<file path="src/rtl/fifo_read_arbiter.sv">
// rtl/fifo_read_arbiter.sv - round-robin arbiter sharing the prefetch FIFO read port
// Optional feature: define FIFO_ARB_FLUSH_EN to add the `flush` input.
module fifo_read_arbiter #(
  parameter int NUM_REQ = 3
) (
  input  logic               clk,
  input  logic               reset,
`ifdef FIFO_ARB_FLUSH_EN
  input  logic               flush,
`endif
  input  logic [NUM_REQ-1:0] req,
  input  logic [NUM_REQ-1:0] done,
  input  logic [NUM_REQ-1:0] req_rd_en,
  output logic [NUM_REQ-1:0] grant,
  output logic [NUM_REQ-1:0] req_fifo_empty,
  output logic               fifo_rd_en,
  input  logic               fifo_empty,
  output logic               busy,
  output logic               protocol_err
);

  localparam int IW = $clog2(NUM_REQ);

  typedef enum logic [0:0] {
    IDLE,
    GRANTED
  } state_t;

  state_t          state;
  logic [IW-1:0]   owner;
  logic [IW-1:0]   ptr;
  logic [IW-1:0]   next_ptr;
  logic [IW-1:0]   search_start;
  logic [NUM_REQ-1:0] search_mask;
  logic [IW-1:0]   winner;
  logic            found;
  logic            release_now;
  logic            err_now;
  logic            flush_active;
  int              idx;

`ifdef FIFO_ARB_FLUSH_EN
  assign flush_active = flush;
`else
  assign flush_active = 1'b0;
`endif

  // Pointer after the current owner lets go, wrapping at the last requester.
  assign next_ptr = (owner == IW'(NUM_REQ - 1)) ? '0 : owner + 1'b1;

  assign release_now = (state == GRANTED) && (done[owner] || !req[owner]);

  // Round-robin search: upward from the pointer (or owner+1 on hand-over), owner excluded.
  always_comb begin
    search_start = (state == GRANTED) ? next_ptr : ptr;
    search_mask  = (state == GRANTED) ? (req & ~grant) : req;
    found        = 1'b0;
    winner       = '0;
    idx          = 0;
    for (int k = 0; k < NUM_REQ; k++) begin
      idx = int'(search_start) + k;
      if (idx >= NUM_REQ) idx = idx - NUM_REQ;
      if (!found && search_mask[idx]) begin
        found  = 1'b1;
        winner = IW'(idx);
      end
    end
  end

  // Any pop attempt by a non-owner while data is present is a protocol violation.
  assign err_now = |(req_rd_en & ~grant) & ~fifo_empty;

  // Grant FSM with registered one-hot grant and sticky error flag.
  always_ff @(posedge clk) begin
    if (reset) begin
      state        <= IDLE;
      grant        <= '0;
      owner        <= '0;
      ptr          <= '0;
      protocol_err <= 1'b0;
    end else begin
      if (err_now) protocol_err <= 1'b1;
      if (flush_active) begin
        state <= IDLE;
        grant <= '0;
        ptr   <= '0;
      end else begin
        case (state)
          IDLE: begin
            if (found) begin
              state <= GRANTED;
              owner <= winner;
              grant <= NUM_REQ'(1) << winner;
            end
          end
          GRANTED: begin
            if (release_now) begin
              ptr <= next_ptr;
              if (found) begin
                owner <= winner;
                grant <= NUM_REQ'(1) << winner;
              end else begin
                state <= IDLE;
                grant <= '0;
              end
            end
          end
          default: begin
            state <= IDLE;
            grant <= '0;
          end
        endcase
      end
    end
  end

  assign busy           = |grant;
  assign req_fifo_empty = {NUM_REQ{fifo_empty}} | ~grant;
  assign fifo_rd_en     = busy & req_rd_en[owner] & ~fifo_empty & ~reset & ~flush_active;

endmodule

</file>
<file path="config.mk">
export PLATFORM = sky130hd
export DESIGN_NAME = fifo_read_arbiter
export DESIGN_NICKNAME = d
export VERILOG_FILES = /design/src/rtl/fifo_read_arbiter.sv
export SDC_FILE = /design/constraint.sdc
export NUM_CORES = 1
export LEC_CHECK = 0
export BUFFER_PORTS_ARGS = -buffer_cell sky130_fd_sc_hd__buf_2
export CAP_MARGIN = 20
export CORE_MARGIN = 5
export CORE_UTILIZATION = 39
export DETAILED_ROUTE_END_ITERATION = 16
export PLACE_DENSITY = 0.68
export SETUP_SLACK_MARGIN = 0.2
export SLEW_MARGIN = 20
export SYNTH_ARGS = -nofsm -noshare
export SYNTH_HDL_FRONTEND = slang
export SYNTH_SLANG_ARGS = --single-unit
</file>
<file path="constraint.sdc">
create_clock -name clk -period 2.25 [get_ports clk]
set_clock_uncertainty 0.15 [all_clocks]
set_input_delay 0.1125 -clock clk [delete_from_list [all_inputs] [get_ports clk]]
set_output_delay 0.1125 -clock clk [all_outputs]
set_load 0.03 [all_outputs]
</file>
# --- Yosys cells after proc, flatten, opt, wreduce, memory -nomap -nowiden ---
# Index checks and enable logic that the tools add are counted.
# Widths: inputs -> output; s select.
totals:
  ff_bits: 9
  latch_bits: 0
  ram_bits: 0
  rom_bits: 0
  input_bits: 12
  output_inout_bits: 9
  elab_cells: 81
  memories: 0
classes:
  addsub: 6
  n_mul: 0
  div_mod_pow: 0
  order_cmp: 7
  n_eq_ne: 3
  n_shift: 1
  mux: 37
  bitwise_logic: 11
  n_reduce_logical: 11
ops:
  columns: ["operator", "count"]
  rows:
  - ["$lt 32x4->1 const B", 3]
  - ["$mux 32", 3]
  - ["$mux 1", 14]
  - ["$mux 2", 7]
  - ["$bmux 1 s2", 6]
  - ["$mux 3", 4]
  - ["$sub 3x2->4 const B", 2]
  - ["$and 3x3->3", 2]
  - ["$ge 3x2->1 const B", 2]
  - ["$pmux 3 s2", 1]
  - ["$reduce_or 3->1", 2]
  - ["$and 1x1->1", 4]
  - ["$pmux 2 s2", 1]
  - ["$reduce_and 2->1", 2]
  - ["$add 2x1->3 const B", 1]
  - ["$add 2x2->3 const B", 1]
  - ["$logic_and 1x1->1", 3]
  - ["$logic_not 1->1", 3]
  - ["$lt 2x3->1 const B", 1]
  - ["$not 1->1", 3]
  - ["$not 3->3", 1]
  - ["$or 3x3->3", 1]
  - ["$shl 1x2->3 const A", 1]
  - ["$sub 2x2->3 const B", 1]
  - ["other kinds (7)", 7]

# --- Longest topological paths before layout ---
# Gate-level depths: netlist of run 1.
logic_depth:
  word_depth: 19
  depth_mapped: 10
  mapped_depth_nobuf: 9

# --- Least setup slack after synthesis of run 1 ---
# OpenSTA, ideal clock, no wires.
synth_timing:
  path_kind: "reg2reg"
  start: "register owner[1]"
  end: "register grant[0]"
  setup_ps: 69
  arrival_time_ps: 2125
  required_ps: 2031
  setup_slack_ps: -94
  path_stages_with_launch: 10
  path_buffers: 1
  synth_period_minus_slack_ps: 2344
  path_cell_list: "dfxtp_1 buf_6 nor3b_2 a21oi_1 ha_1 nor2_1 a2bb2oi_1 nand4_2 or4_1 o21ai_1"
synth_between:
  elab_chain_cells: 19
  elab_cells_between_ends: 49
synth_rtl:
  columns: ["element", "line_no", "rtl"]
  rows:
  - ["from (decl)", "30", "logic [IW-1:0] owner;"]
  - ["from (signal assigned)", "92", "owner <= winner;"]
  - ["from (signal assigned)", "100", "owner <= winner;"]
  - ["parallel branches: the longest is 19 deep, another holds $sub 3x2->4", null, null]
  - ["to (signal assigned)", "93", "grant <= NUM_REQ'(1) << winner;"]
  - ["to (signal assigned)", "101", "grant <= NUM_REQ'(1) << winner;"]
  - ["to (decl)", "14", "output logic [NUM_REQ-1:0] grant,"]
# Parallel ways; which one is timed is not known. The select of a mux whose other input is x is not followed.
# A chain may end at the register's enable or synchronous reset.

# --- Final worst setup path of run 1 ---
layout_timing:
  start: "register state"
  end: "register grant[1]"
layout_between:
  elab_chain_cells: 17
  elab_cells_between_ends: 42
layout_rtl:
  columns: ["element", "line_no", "rtl"]
  rows:
  - ["from (decl)", "29", "state_t state;"]
  - ["from (signal assigned)", "76", "state <= IDLE;"]
  - ["from (signal assigned)", "84", "state <= IDLE;"]
  - ["from (signal assigned)", "91", "state <= GRANTED;"]
  - ["parallel branches: the longest is 17 deep, another holds $sub 3x2->4", null, null]
# Parallel ways; which one is timed is not known. The select of a mux whose other input is x is not followed.

==> PnR_summary.wiki, run 1 <==
{| class="wikitable"
! Metric !! Value
|-
| Status || finished, violations left
|-
| Violated checks || setup timing
|-
| Met3 track demand over resource || 0.05450
|-
| GP Congestion || around 0.94
|-
| DRC violation total after the first TritonRoute iteration || 27
|-
| Proportion of synthesized flip-flops having asynchronous set or reset || 0
|-
| Area of placed instances || 0.001011 mm2
|-
| Depth of the CTS H-tree || 1
|-
| Drt via density || roughly 5.6
|-
| Clock latency at the later pin of the worst-skew pair || 0.27 ns
|-
| Register-to-register setup slack || -0.04 ns
|-
| Design area || 0.001189 mm2
|-
| Area of the multi-input gates || roughly 620 um2
|-
| Number of maximum-capacitance constraint violations || 0
|-
| Rows || 16
|-
| Number of clock buffers inserted by TritonCTS || 3
|-
| Number of input and output port buffers inserted || 20
|-
| Final setup vio count || 5
|-
| Count of placed standard cells in the final layout, fillers left out || ~170
|-
| Most heavily used metal layer in global routing || met2
|-
| Sequential cell area fraction in the yosys report || 0.2304
|-
| Total die area || around 0.0030 mm2
|-
| Cell occurring most often along the worst timing path || sky130_fd_sc_hd__buf_4
|-
| Unrepaired setup endpoints after global routing || true
|-
| Yosys reg bits || 9
|-
| Count of final max-slew check failures || 0
|-
| Highest clock rate || 436.8 MHz
|-
| Max stage delay on crit path || roughly 0.40 ns
|-
| Met1 track demand over resource in global routing || 0.2127
|-
| Worst reg2reg endpoint || grant[1]
|-
| Number of antenna violations at the first check in global routing || 0
|-
| Depth of the worst register-to-register path || 9
|-
| Reg-to-reg startpoint || state
|-
| Clock transition time at the flip-flop clock pins of the worst setup and hold paths || 0.07 ns
|-
| Layout filler cell count || about 170
|-
| Largest net degree at the start of global routing || 12
|-
| Count of antenna-violating nets left after detailed routing || 0
|-
| Shortest period the worst path allows || 2.289 ns
|-
| Avg WL per Cell || 14.69 um
|-
| Part of the cycle the worst path needs || 1.017
|-
| Predominant post-synthesis flop cell || sky130_fd_sc_hd__dfxtp_1
|-
| Via count of the first global-routing pass || approximately 900
|-
| Number of failing hold endpoints at the final stage || 0
|-
| Path type of the worst min-delay path || input pin to flop
|-
| Synth warnings || 0
|-
| Drt pass-1 iters || 4
|-
| First-pass GRT wire length || between 3 and 4 mm
|-
| Setup CP Type || flop to flop
|-
| Via Count || around 900
|-
| Smallest setup slack after layout || -0.03935 ns
|-
| Launch point of the worst path || state
|-
| Area occupied by registers || ~190 um2
|-
| Sort of element at the end of the critical path || flop
|-
| Cell area after synthesis || 782.0 um2
|-
| Remaining design rule violation count || 0
|-
| Aggregate global routing overflow || 0
|-
| Core region area || roughly 0.0019 mm2
|-
| Total placed cells including tap cells || 154
|-
| Number of top-level design ports || 21
|-
| Design Power || about 2.1 mW
|-
| Worst relative slew slack || 0.7349
|-
| Worst Hold Slack || approximately 0.021 ns
|-
| Number of antenna repair diodes || 0
|-
| Final Util || 0.6121
|-
| CTS sink count || 9
|-
| Power Density || around 1800 mW/mm2
|-
| Hold buffer count at CTS || 0
|-
| Maximum fanout along the worst path || 4
|-
| Buffer depth of the longest clock path || 2
|-
| Total GRT Usage || 0.1809
|-
| Worst ir drop on vdd || around 0.9 mV
|-
| Slowest cell on the critical path || sky130_fd_sc_hd__or3b_4
|-
| Number of nets in the finished design || 153
|-
| Cell chosen for the clock root || sky130_fd_sc_hd__clkbuf_4
|-
| Hold-critical path depth || 2
|-
| Post-Synthesis Cells || 96
|-
| Critical path, cell by cell || buf_4 > or3b_4 > and4_4 > a211oi_2 > nand4_2 > buf_4 > buf_4 > o21ai_1 > a31o_2
|-
| CTS tree || yes
|-
| Final setup TNS || -0.1523 ns
|-
| Count of different cell masters after synthesis || 45
|-
| Initial standard-cell utilization of the core || 0.4027
|-
| Growth of design area from synthesis to finish || 52.00%
|-
| Place WS || -0.1140 ns
|-
| Syn_area_per_cell || about 8.1 um2
|-
| Drt total wl || around 2.4 mm
|-
| Static power due to leakage || around 0.53 nW
|-
| HPWL Detailed || approximately 1.8 mm
|-
| Post-Synthesis Net Count || 109
|-
| Ratio of cells with drive above 1 in the final layout || 0.5540
|-
| Required time of the critical path || 2.31 ns
|-
| Y dimension of the die || 54.78 um
|-
| Actual transition at the worst max-transition pin || ~0.39 ns
|-
| Overall die width || 54.78 um
|-
| Start point of the worst hold path || reset
|-
| Element type at the critical path start || flop
|-
| EDFF count, synth || 0
|-
| Data arrival time of the worst path || approximately 2.4 ns
|-
| Met2 routing resource usage after global routing || 0.3031
|-
| Endpoint of the worst hold path || ptr[0]
|-
| Commonest non-fill, non-tap cells in the layout || sky130_fd_sc_hd__buf_2 (20), sky130_fd_sc_hd__buf_4 (20), sky130_fd_sc_hd__nor2_1 (10)
|}
## layer usage
layer | vias up | routed length [um]
li1 | 449 | -
met1 | 438 | 968
met2 | 31 | 1262
met3 | 8 | 163
met4 | 0 | 44
met5 | - | 0
## critical path, delay by kind of cell (launching register included)
kind / cells / cell delay (ns)
flip-flops: 1 / 0.36
AO/OA/AOI/OAI: 3 / 0.52
AND/OR/NAND/NOR: 3 / 0.76
buffers and inverters: 3 / 0.46
## power by group
part           switching [mW]  internal, mW  leakage [nW]  total (mW)
Combinational           0.825         0.821         0.434        1.65
Clock                  0.0624        0.0658        0.0177       0.128
Sequential             0.0721         0.235        0.0758       0.307
Total                   0.959          1.12         0.527        2.08
## layout make-up
cell class / instances / share of cell area
Multi-Input combinational cell: 75 / 0.5253
Timing Repair Buffer: 43 / 0.2389
Sequential cell: 9 / 0.1589
Tap cell: 27 / 0.02842
Inverter: 8 / 0.02526
Clock buffer: 3 / 0.01895
Clock inverter: 1 / 0.004211
## registers in the layout (all words and copies together) (netlist names)
register	flops
protocol_err	1
owner	2
ptr	2
grant	3
state	1
## synthesized netlist by cell type, types with 2 or more instances
cell type,count,area share
sky130_fd_sc_hd__nor2_1,11,0.053
sky130_fd_sc_hd__dfxtp_1,9,0.23
sky130_fd_sc_hd__inv_1,8,0.038
sky130_fd_sc_hd__a21oi_1,5,0.032
sky130_fd_sc_hd__nand2_1,5,0.024
sky130_fd_sc_hd__mux2i_1,4,0.051
sky130_fd_sc_hd__nand2b_1,3,0.024
sky130_fd_sc_hd__nand3b_1,3,0.029
sky130_fd_sc_hd__o21ai_0,3,0.019
sky130_fd_sc_hd__a21bo_2,2,0.026
sky130_fd_sc_hd__a21boi_0,2,0.019
sky130_fd_sc_hd__a21o_1,2,0.019
sky130_fd_sc_hd__a31o_2,2,0.022
sky130_fd_sc_hd__a41oi_1,2,0.022
sky130_fd_sc_hd__buf_6,2,0.029
sky130_fd_sc_hd__nand3_1,2,0.013
sky130_fd_sc_hd__nand4_1,2,0.016
sky130_fd_sc_hd__nor3b_2,2,0.032
## timing repair
action                                  CTS  global route
pin swaps                                 6             6
setup buffers                             5             3
endpoints found under the setup margin    6             6
resized for setup                        21             5
endpoints found under the hold margin     0             0
## how the worst max path moves through the flow
stage | to | slack (ns) | cells past startpoint
floorplan | grant[0] | 0.02 | 9
detailed placement | grant[0] | -0.11 | 9
global route | grant[0] | -0.13 | 9
finish | grant[1] | -0.04 | 9
global placement | owner[1] | -0.06 | 8
CTS | grant[0] | -0.03 | 9
## cells by family after synthesis
group	share of synthesized area
simple gates	0.2960
fa+ha+maj	0.01600
mux	0.05120
compound gates	0.3216
flops	0.2304
buf+inv	0.08480
Power figures use the tool's default switching activity.
==> run 2: changes to the inputs <==
--- a/config.mk
+++ b/config.mk
@@ -5,12 +5,14 @@
 export SDC_FILE = /design/constraint.sdc
 export NUM_CORES = 1
 export LEC_CHECK = 0
+export ABC_AREA = 1
 export BUFFER_PORTS_ARGS = -buffer_cell sky130_fd_sc_hd__buf_2
 export CAP_MARGIN = 20
 export CORE_MARGIN = 5
 export CORE_UTILIZATION = 39
 export DETAILED_ROUTE_END_ITERATION = 16
-export PLACE_DENSITY = 0.68
+export PLACE_DENSITY = 0.67
+export REMOVE_ABC_BUFFERS = 1
 export SETUP_SLACK_MARGIN = 0.2
 export SLEW_MARGIN = 20
 export SYNTH_ARGS = -nofsm -noshare
==> PnR_summary.wiki, run 2 <==
{| class="wikitable"
! Metric !! Value
|-
| Number of clock buffers inserted by TritonCTS || 3 (unchanged)
|-
| Commonest cells in the netlist || sky130_fd_sc_hd__nand2_1 (30), sky130_fd_sc_hd__inv_1 (18), sky130_fd_sc_hd__nand3_1 (13), sky130_fd_sc_hd__nand2_2 (10), sky130_fd_sc_hd__dfxtp_1 (9)
|-
| Count of placed standard cells in the final layout, fillers left out || 186 (+12%)
|-
| Count of final max-slew check failures || 0 (unchanged)
|-
| Most common library cell in the layout ignoring fill and taps || sky130_fd_sc_hd__nand2_1
|-
| Rows || 17 (+1)
|-
| Syn_area_per_cell || 6.808 um2 (-16%)
|-
| Unrepaired setup endpoints after global routing || true
|-
| Final setup vio count || 0 (-5)
|-
| Count of antenna-violating nets left after detailed routing || 0 (unchanged)
|-
| Shortest period the worst path allows || 2.008 ns (-0.2812 ns)
|-
| Worst ir drop on vdd || 0.8789 mV (-3.7%)
|-
| Highest clock rate || 498.0 MHz (+14%)
|-
| Initial standard-cell utilization of the core || 0.3985 (-0.004206)
|-
| Via Count || 900 (-2.8%)
|-
| Actual transition at the worst max-transition pin || 0.3116 ns (-0.08077 ns)
|-
| Required time of the critical path || 2.24 ns (-0.07 ns)
|-
| Design area || 0.001160 mm2 (-2.4%)
|-
| Cell area after synthesis || 864.6 um2 (+11%)
|-
| Mux share of post-synthesis cell area || 0 (-0.05120)
|-
| First-pass GRT wire length || 3.726 mm (-3.0%)
|-
| Cell type contributing the most total cell area after synthesis || sky130_fd_sc_hd__dfxtp_1
|-
| Commonest non-fill, non-tap cells in the layout || sky130_fd_sc_hd__nand2_1 (24), sky130_fd_sc_hd__buf_2 (20), sky130_fd_sc_hd__inv_1 (17)
|-
| Y dimension of the die || 57.09 um (+4.2%)
|-
| Overall die width || 57.09 um (+4.2%)
|-
| Depth of the CTS H-tree || 1 (unchanged)
|-
| Remaining design rule violation count || 0 (unchanged)
|-
| Avg WL per Cell || 12.05 um (-18%)
|-
| Maximum fanout along the worst path || 5 (+1)
|-
| Buffer depth of the longest clock path || 2 (unchanged)
|-
| Count of different cell masters after synthesis || 26 (-42%)
|-
| Post-Synthesis Cells || 127 (+32%)
|-
| Core region area || 0.002170 mm2 (+12%)
|-
| Area share of xor/xnor cells in the synthesized design || 0 (unchanged)
|-
| Sort of element at the end of the critical path || flop
|-
| Drt via density || 4.839 (-13%)
|-
| Growth of design area from synthesis to finish || 34.15%
|-
| Largest net degree at the start of global routing || 9 (-3)
|-
| Number of top-level design ports || 21 (unchanged)
|-
| Top register by number of flip-flops || grant
|-
| Number of antenna repair diodes || 0 (unchanged)
|-
| Met2 routing resource usage after global routing || 0.2643 (-0.03888)
|-
| Status || finished clean
|-
| Static power due to leakage || 0.5721 nW (+8.5%)
|-
| Slowest cell on the critical path || sky130_fd_sc_hd__dfxtp_4
|-
| Sequential cell area fraction in the yosys report || 0.2084 (-0.02201)
|-
| Largest family of logic cells by synthesized area || simple AND/OR/NAND/NOR gates
|-
| Element type at the critical path start || flop
|-
| EDFF count, synth || 0 (unchanged)
|-
| GP Congestion || 0.8071 (-14%)
|-
| Cell occurring most often along the worst timing path || sky130_fd_sc_hd__nand2_2
|-
| Flip-flop count of the largest register after layout || 3 (unchanged)
|-
| Part of the cycle the worst path needs || 0.8925 (-0.1250)
|-
| Largest registers in the final layout || grant (3), owner (2), ptr (2)
|-
| Aggregate global routing overflow || 0 (unchanged)
|-
| Total placed cells including tap cells || 177 (+15%)
|-
| Register-to-register setup slack || 0.24 ns (+0.28 ns)
|-
| Number of failing hold endpoints at the final stage || 0 (unchanged)
|-
| Largest cells by area after synthesis || sky130_fd_sc_hd__dfxtp_1 (21%), sky130_fd_sc_hd__nand2_1 (13%), sky130_fd_sc_hd__nand2_4 (9.1%)
|-
| Depth of the worst register-to-register path || 13 (+4)
|-
| Via count of the first global-routing pass || 899 (+0.33%)
|-
| Drt total wl || 2.241 mm (-8.1%)
|-
| Endpoint of the worst hold path || protocol_err
|-
| Number of nets in the finished design || 172 (+12%)
|-
| Path type of the worst min-delay path || input pin to flop
|-
| Critical path, cell by cell || or2_4 > nand2_4 > inv_4 > ha_4 > inv_4 > nand2_2 > nand2_2 > nand2_2 > nand2_4 > nand3b_1 > nand2_2 > o21ai_2 > a21oi_2
|-
| Met1 track demand over resource in global routing || 0.1626 (-0.05006)
|-
| HPWL Detailed || 1.751 mm (-0.69%)
|-
| Synth Area in Compound Gates || 0.1650 (-0.1566)
|-
| Clock latency at the later pin of the worst-skew pair || 0.26 ns (about the same)
|-
| Total die area || 0.003259 mm2 (+8.6%)
|-
| Synth warnings || 0 (unchanged)
|-
| Area of placed instances || 0.001007 mm2 (-0.37%)
|-
| Total GRT Usage || 0.1395 (-0.04142)
|-
| Reg-to-reg startpoint || state
|-
| Design Power || 2.072 mW (-0.43%)
|-
| Number of maximum-capacitance constraint violations || 0 (unchanged)
|-
| Met3 track demand over resource || 0.01584 (-0.03866)
|-
| Max stage delay on crit path || 0.37 ns (-0.03 ns)
|-
| Fraction of synthesized cell area taken by the top area cell type || 0.2084 (-0.02201)
|-
| Power Density || 1786 mW/mm2 (+2.0%)
|-
| Most instantiated library cell after synthesis || sky130_fd_sc_hd__nand2_1
|-
| Drt pass-1 iters || 5 (+1)
|-
| CTS tree || yes
|-
| Worst reg2reg endpoint || grant[1]
|-
| Clock transition time at the flip-flop clock pins of the worst setup and hold paths || 0.07 ns (about the same)
|-
| Worst relative slew slack || 0.7917 (+0.05679)
|-
| Number of input and output port buffers inserted || 20 (unchanged)
|-
| Predominant post-synthesis flop cell || sky130_fd_sc_hd__dfxtp_1
|-
| Setup CP Type || flop to flop
|-
| Proportion of synthesized flip-flops having asynchronous set or reset || 0 (unchanged)
|-
| Cell chosen for the clock root || sky130_fd_sc_hd__clkbuf_4
|-
| Final setup TNS || 0 ns (+0.1523 ns)
|-
| CTS sink count || 9 (unchanged)
|-
| Start point of the worst hold path || req_rd_en[0]
|-
| Adder and majority gate portion of the synthesized area || 0.01447 (-0.001528)
|-
| Worst Hold Slack || 0.06682 ns (+0.04586 ns)
|-
| Hold-critical path depth || 5 (+3)
|-
| Number of antenna violations at the first check in global routing || 0 (unchanged)
|-
| Post-Synth Simple-Gate Area || 0.4891 (+0.1931)
|-
| DRC violation total after the first TritonRoute iteration || 5 (-81%)
|-
| Ratio of cells with drive above 1 in the final layout || 0.5253 (-0.02864)
|-
| Most heavily used metal layer in global routing || met2
|-
| Yosys reg bits || 9 (unchanged)
|-
| Data arrival time of the worst path || 2.00 ns (-0.35 ns)
|}
[run 2: cell types whose count changed after synthesis, moves of 3 or more]
cell / before / now
sky130_fd_sc_hd__a21oi_2: 0 / 5
sky130_fd_sc_hd__inv_1: 8 / 18
sky130_fd_sc_hd__inv_2: 0 / 3
sky130_fd_sc_hd__mux2i_1: 4 / 0
sky130_fd_sc_hd__nand2_1: 5 / 30
sky130_fd_sc_hd__nand2_2: 0 / 10
sky130_fd_sc_hd__nand2_4: 0 / 7
sky130_fd_sc_hd__nand2b_1: 3 / 0
sky130_fd_sc_hd__nand3_1: 2 / 13
sky130_fd_sc_hd__nand3_2: 0 / 3
sky130_fd_sc_hd__nor2_1: 11 / 3
sky130_fd_sc_hd__o21ai_2: 0 / 4
[run 2: what timing repair did]
action	in CTS	in global routing
hold endpoints to repair	2	0
cloned	0	0
setup endpoints to repair	5	5
pin swaps	5	8
setup buffers	2	2
resized for setup	12	11
hold buffers	1	0
[run 2: critical path: cells and delay by family (launching register included)]
family          cells  cell delay [ns]
buf+inv             2             0.11
compound gates      2             0.26
flops               1             0.37
fa+ha+maj           1             0.23
simple gates        8             0.79
[run 2: kinds of logic after synthesis]
logic type               after synthesis
AO/OA/AOI/OAI                         19
adder cells (fa/ha/maj)                1
buffers and inverters                 24
flip-flops                             9
AND/OR/NAND/NOR                       74
[run 2: worst max path at each step]
stage	start	to	slack, ns	cells after the start
2_1_floorplan	state	grant[1]	0.14	14
3_3_place_gp	state	grant[0]	0.14	14
3_5_place_dp	state	grant[0]	0.07	14
4_1_cts	state	grant[0]	0.21	14
5_1_grt	state	grant[0]	0.11	10
6_report	state	grant[1]	0.24	13
[run 2: layer usage]
metal | part of all wire | wire, um
met2 | 0.53 | 1189
met1 | 0.42 | 951
met3 | 0.041 | 92
met4 | 0.0036 | 8
met5 | 0 | 0
[run 2: area by class of cell]
class,count,area [um2]
clock buffers,4,26.28
fillers,227,1010
inverters,22,91.34
multi-input cells,94,646.9
flip-flops and latches,9,186.4
well taps,28,35.03
repair buffers,29,173.9
[run 2: report_power, final]
part           total [mW]  switching [mW]  internal [mW]
sequential          0.277          0.0596          0.218
clock               0.126          0.0577         0.0683
combinational        1.67            1.02          0.652
total                2.07            1.13          0.938
[run 2: metrics by stage]
step           worst slack [ns]  utilization
6_report                 0.2419       0.5346
4_1_cts                  0.2115       0.5075
2_1_floorplan            0.1372            -
5_1_grt                  0.1072       0.5346
3_5_place_dp            0.07226       0.4642
3_3_place_gp             0.1357       0.4642
